[src/rtl/dct_noc_pkg.sv]
// Shared constants, FSM state type and PE id helpers for the DCT block dispatcher.
package dct_noc_pkg;
  localparam int X           = 2;
  localparam int Y           = 2;
  localparam int data_width  = 256;
  localparam int pck_num     = 3;
  localparam int x_size      = $clog2(X);
  localparam int y_size      = $clog2(Y);
  localparam int total_width = x_size + y_size + pck_num + data_width;
  localparam int pe_num      = X * Y;
  localparam int pe_w        = $clog2(pe_num);

  typedef enum logic [1:0] {IDLE, SELECT, STREAM} dispatch_state_e;

  // PE ids are row-major: id = y*X + x.
  function automatic logic [x_size-1:0] pe_x(input logic [pe_w-1:0] id);
    return x_size'(int'(id) % X);
  endfunction

  function automatic logic [y_size-1:0] pe_y(input logic [pe_w-1:0] id);
    return y_size'(int'(id) / X);
  endfunction
endpackage

[src/rtl/rr_free_picker.sv]
// Combinational round-robin search for the first idle PE at or after rr_ptr_i.
module rr_free_picker
  import dct_noc_pkg::*;
(
  input  logic [pe_num-1:0] busy_i,
  input  logic [pe_w-1:0]   rr_ptr_i,
  output logic              found_o,
  output logic [pe_w-1:0]   id_o
);

  function automatic logic [pe_w-1:0] wrapIdx(input logic [pe_w-1:0] base, input int off);
    return pe_w'((int'(base) + off) % pe_num);
  endfunction

  always_comb begin
    found_o = 1'b0;
    id_o    = '0;
    for (int i = 0; i < pe_num; i++) begin
      if (!found_o && !busy_i[wrapIdx(rr_ptr_i, i)]) begin
        found_o = 1'b1;
        id_o    = wrapIdx(rr_ptr_i, i);
      end
    end
  end

endmodule

[src/rtl/dct_block_dispatcher.sv]
// Groups 8 PCIe rows into a DCT block and streams it as NoC flits to a free PE.
// Build macro DCT_DISPATCH_STATS_EN enables the block/stall counters.
module dct_block_dispatcher
  import dct_noc_pkg::*;
(
  input  logic                   clk,
  input  logic                   rstn,
  input  logic                   i_valid,
  input  logic [data_width-1:0]  i_data,
  output logic                   o_ready,
  output logic                   o_valid_noc,
  output logic [total_width-1:0] o_data_noc,
  input  logic                   i_ready_noc,
  input  logic                   i_done_valid,
  input  logic [pe_w-1:0]        i_done_pe,
  output logic [pe_num-1:0]      o_busy_pe,
  output logic                   o_err,
  output logic [31:0]            o_blocks_sent,
  output logic [31:0]            o_stall_cycles
);

  dispatch_state_e      state_q;
  logic [pe_w-1:0]      cur_pe_q;
  logic [pe_w-1:0]      rr_ptr_q;
  logic [pck_num-1:0]   row_cnt_q;
  logic                 valid_q;
  logic [total_width-1:0] data_q;
  logic [pe_num-1:0]    busy_q, busy_d;
  logic                 err_q;

  logic                 pick_found;
  logic [pe_w-1:0]      pick_id;
  logic [pe_w-1:0]      rr_ptr_d;
  logic                 accept;
  logic                 last_row;
  logic                 err_hit;

  rr_free_picker u_picker (
    .busy_i   (busy_q),
    .rr_ptr_i (rr_ptr_q),
    .found_o  (pick_found),
    .id_o     (pick_id)
  );

  assign o_ready  = (state_q == STREAM) && (!valid_q || i_ready_noc);
  assign accept   = i_valid && o_ready;
  assign last_row = accept && (row_cnt_q == '1);
  assign err_hit  = i_done_valid && !busy_q[i_done_pe];
  assign rr_ptr_d = (pick_id == pe_w'(pe_num - 1)) ? '0 : pick_id + 1'b1;

  // A completion and a block launch on different PEs in the same cycle both take effect.
  always_comb begin
    busy_d = busy_q;
    if (i_done_valid && busy_q[i_done_pe]) busy_d[i_done_pe] = 1'b0;
    if (last_row) busy_d[cur_pe_q] = 1'b1;
  end

  always_ff @(posedge clk) begin
    if (!rstn) begin
      state_q   <= IDLE;
      cur_pe_q  <= '0;
      rr_ptr_q  <= '0;
      row_cnt_q <= '0;
      valid_q   <= 1'b0;
      data_q    <= '0;
      busy_q    <= '0;
      err_q     <= 1'b0;
    end else begin
      busy_q <= busy_d;
      if (err_hit) err_q <= 1'b1;
      if (accept) begin
        data_q  <= {i_data, row_cnt_q, pe_y(cur_pe_q), pe_x(cur_pe_q)};
        valid_q <= 1'b1;
      end else if (i_ready_noc) begin
        valid_q <= 1'b0;
      end
      case (state_q)
        IDLE: if (i_valid) state_q <= SELECT;
        SELECT: begin
          if (pick_found) begin
            cur_pe_q  <= pick_id;
            rr_ptr_q  <= rr_ptr_d;
            row_cnt_q <= '0;
            state_q   <= STREAM;
          end
        end
        STREAM: begin
          if (accept) begin
            row_cnt_q <= row_cnt_q + 1'b1;
            if (row_cnt_q == '1) state_q <= i_valid ? SELECT : IDLE;
          end
        end
        default: state_q <= IDLE;
      endcase
    end
  end

  assign o_valid_noc = valid_q;
  assign o_data_noc  = data_q;
  assign o_busy_pe   = busy_q;
  assign o_err       = err_q;

`ifdef DCT_DISPATCH_STATS_EN
  logic [31:0] blocks_q, stall_q;

  always_ff @(posedge clk) begin
    if (!rstn) begin
      blocks_q <= '0;
      stall_q  <= '0;
    end else begin
      if (last_row) blocks_q <= blocks_q + 32'd1;
      if (state_q == SELECT && !pick_found) stall_q <= stall_q + 32'd1;
    end
  end

  assign o_blocks_sent  = blocks_q;
  assign o_stall_cycles = stall_q;
`else
  assign o_blocks_sent  = '0;
  assign o_stall_cycles = '0;
`endif

endmodule

[config.mk]
export PLATFORM = sky130hd
export DESIGN_NAME = dct_block_dispatcher
export DESIGN_NICKNAME = d
export VERILOG_FILES = /design/src/rtl/dct_noc_pkg.sv /design/src/rtl/rr_free_picker.sv /design/src/rtl/dct_block_dispatcher.sv
export SDC_FILE = /design/constraint.sdc
export NUM_CORES = 1
export LEC_CHECK = 0
export ABC_AREA = 1
export CAP_MARGIN = 30
export CORE_AREA = 4 4 229 231
export CTS_BUF_LIST = sky130_fd_sc_hd__clkbuf_4
export DETAILED_ROUTE_END_ITERATION = 12
export DIE_AREA = 0 0 233 235
export SYNTH_ARGS = -nofsm -noshare
export SYNTH_HDL_FRONTEND = slang
export SYNTH_SLANG_ARGS = --single-unit
export TNS_END_PERCENT = 1
[constraint.sdc]
create_clock -name clk -period 4.6 [get_ports clk]
set_clock_uncertainty 0.2 [all_clocks]
set_input_delay 0.92 -clock clk [delete_from_list [all_inputs] [get_ports clk]]
set_output_delay 0.92 -clock clk [all_outputs]
set_load 0.02 [all_outputs]
==> metrics.md <==
| Metric | Value |
|---|---|
| Status | completed |
| Number of antenna violations at the first check in global routing | 4 |
| Tightest Hold Check Type | reg2reg |
| Syn. warnings | 0 |
| Largest net degree at the start of global routing | 142 |
| Synth area leader | dfxtp_1 |
| Nets | 2158 |
| Syn-to-layout area delta | 63.8% |
| Slowest stage delay, CP | 0.62 ns |
| Reg2reg start | state_q[1] |
| Pre-Repair DR Iteration Count | 5 |
| R2R cell count | 8 |
| CP arrival | roughly 2.3 ns |
| Initial Utilization | 20.9% |
| Clock Latency Late Sink | 0.74 ns |
| Tot Pwr | slightly below 6 mW |
| Crit-path cells | clkdlybuf4s50_1 -> inv_1 -> nand2_1 -> and2_1 -> clkdlybuf4s50_1 |
| Die ar. | 54800 um^2 |
| Clock buffer count from CTS | 78 |
| Leakage | roughly 6.0 nW |
| Clk sinks | 276 |
| Peak VDD IR | 0.182 mV |
| Synthesized area per cell | a little under 8 um^2 |
| CP Launch Type | primary input |
| Time the worst path needs with I/O delays and setup | 3.42 ns |
| CTS Buffer Depth | 3 |
| Crit path max fanout | 2 |
| Hold Crit Start | o_err |
| Post-DP HPWL | 27500 um |
| Final wirelength | 38400 um |
| Avg WL per Cell | 14.6 um |
| Hold EP | o_err |
| Syn Std Cell Area | 10500 um^2 |
| Clock Tree Root | clkbuf_4 |
| MaxCap Viol Count | 0 |
| CP delay by family, top | buffers and inverters |
| Top FF cell, synth | dfxtp_1 |
| Post-synth cell types | 29 |
| Setup CP Type | in2out |
| Area share of the largest cell type after synthesis | between 50% and 60% |
| Port bufs | 530 |
| FMAX | 293 MHz |
| Setup TNS | 0 ns |
| H-tree Lvls | 3 |
| Pre-CTS setup slack | about 1.2 ns |
| Sequential fraction of the synthesis area | 52.8% |
| CTS tree | yes |
| # IOs | 595 |
| Fraction of registers with async set/reset | 0% |
| Synth Register Bits | 276 |
| CP Capture Type | output port |
| Final hold vios | 0 |
| Die Wd | about 230 um |
| Slew Limit Fails | 0 |
| Required time worst endpoint | 3.48 ns |
| Most instantiated cells after synthesis | 569 x nand2_1, 276 x dfxtp_1, 271 x a21oi_1, 77 x buf_4, 42 x clkbuf_1 |
| Core area | 50100 um^2 |
| Vias | between 10000 and 15000 |
| Die H | 235 um |
| Routed vias/inst | 4.08 |
| FP Rows | 82 |
| Worst r2r dst | o_data_noc[17] |
| Worst setup path start | i_ready_noc |
| RSZ-0062 raised after global routing | no |
| Synthesized instance count | 1362 |
| Worst-Margin Slew | around 0.75 ns |
| All-layer global routing usage | 13.3% |
| Most frequent cell after synthesis | nand2_1 |
| Gpl congestion | 0.797 |
| First-pass GRT wire length | 58200 um |
| Final worst setup slack | ~1.2 ns |
| R2R Setup Slk | about 2.3 ns |
| Gr ovfl total | 0 |
| Clock-pin slew on the worst setup and hold paths | 0.06 ns |
| Layout cell share with drive strength beyond 1 | 8.05% |
| Final setup viols | 0 |
| Post-CTS setup buffer count | 0 |
| DRT antenna net count | 0 |
| Top cells by area, synth | dfxtp_1 53%, nand2_1 20%, a21oi_1 13% |
| Slew headroom | 50.2% |
| Period utilisation layout | 74.3% |
| Post-route DRC violation count | 0 |
| Worst hold path depth | 2 |
| Worst path buffer plus inverter count | 3 |
| Number of hold buffers added after CTS | 0 |
| PostCTS Resize Cnt | 0 |
| Slowest-stage cell, CP | clkdlybuf4s50_1 |
| Fillers | 5272 |
| Power density over the cells | around 340 nW/um^2 |
| Vias in the first global route | 10600 |
| DRT iter0 DRCs | 381 |
| Cell mode on critical path | clkdlybuf4s50_1 |
| Number of flops mapped to enable cells by yosys | 0 |
## worst register-to-register path: cells and delay by family (launching register included)
family / cells / cell delay, ns
buffers and inverters: 3 / 0.89
and+or+nand+nor: 4 / 0.68
DFF: 1 / 0.34
AOI/OAI and AO/OA: 1 / 0.14
## layout by cell type, fill, tap and decap left out, drive strengths merged
cell type      count
nand2            576
clkdlybuf4s50    530
dfxtp            276
a21oi            272
clkbuf           116
conb              64
inv               24
nor2              18
nand3             17
clkinv            15
o21ai             14
buf               11
diode              6
bufinv             4
nor3               2
a211oi             2
ha                 2
and2               1
or2                1
o31ai              1
nand4              1
a311oi             1
nand3b             1
clkinvlp           1
## cell type report
type | count | area (um^2) | share of cell area, %
Antenna cell | 6 | 15.0 | 0.0876
Clock inverter | 21 | 190 | 1.11
Inverter | 23 | 101 | 0.591
Timing Repair Buffer | 541 | 5460 | 31.9
Clock buffer | 116 | 871 | 5.08
Tap cell | 672 | 841 | 4.90
Sequential cell | 276 | 5530 | 32.2
Multi-Input combinational cell | 973 | 4140 | 24.2
## how the worst max path moves through the flow
stage	end	slack [ns]	cells after the start
CTS	o_ready	1.16	4
floorplan	o_ready	2.24	3
global placement	o_ready	1.13	5
detailed placement	o_ready	1.18	5
global route	o_ready	1.10	4
finish	o_ready	1.18	5
## logic make-up after synthesis
group | count (synthesis) | synth area share (%)
AND/OR/NAND/NOR | 617 | 22.8
AO/OA/AOI/OAI | 290 | 14.2
flip-flops | 276 | 52.8
buffers and inverters | 176 | 9.97
adder cells (fa/ha/maj) | 2 | 0.239
other | 1 | 0.0358
## per-layer routing
layer | global-route usage (%) | up-vias | share of wire (%)
met5 | 0 | - | 0.081
met4 | 5.65 | 4 | 3.3
met3 | 6.27 | 90 | 9.9
met2 | 23.1 | 458 | 50
met1 | 13.7 | 4843 | 37
li1 | - | 5340 | -
## report_power, final
| part | switching (mW) | total [mW] | internal [mW] |
|---|---|---|---|
| Sequential | 0.0571 | 2.54 | 2.48 |
| Clock | 1.04 | 2.42 | 1.37 |
| Combinational | 0.486 | 0.919 | 0.433 |
| Total | 1.59 | 5.88 | 4.29 |
## through the flow
stage | util (%) | hold WS, ns | cells | area (um^2)
2_1_floorplan | - | 0.253 | 1425 | 10700
5_1_grt | 34.3 | 0.279 | 2628 | 17100
3_5_place_dp | 32.1 | 0.252 | 2485 | 16100
6_report | 34.3 | 0.256 | 2628 | 17100
4_1_cts | 34.2 | 0.264 | 2622 | 17100
3_3_place_gp | 32.1 | 0.242 | 2485 | 16100
## state kept, by name, summed over array words and instances (netlist names), named ones only
signal and flops:
rr_ptr_q 1, o_valid_noc 1, o_busy_pe 4, o_err 1, row_cnt_q 3, state_q 2, o_data_noc 261, cur_pe_q 2
(Power assumes the default switching activity.)
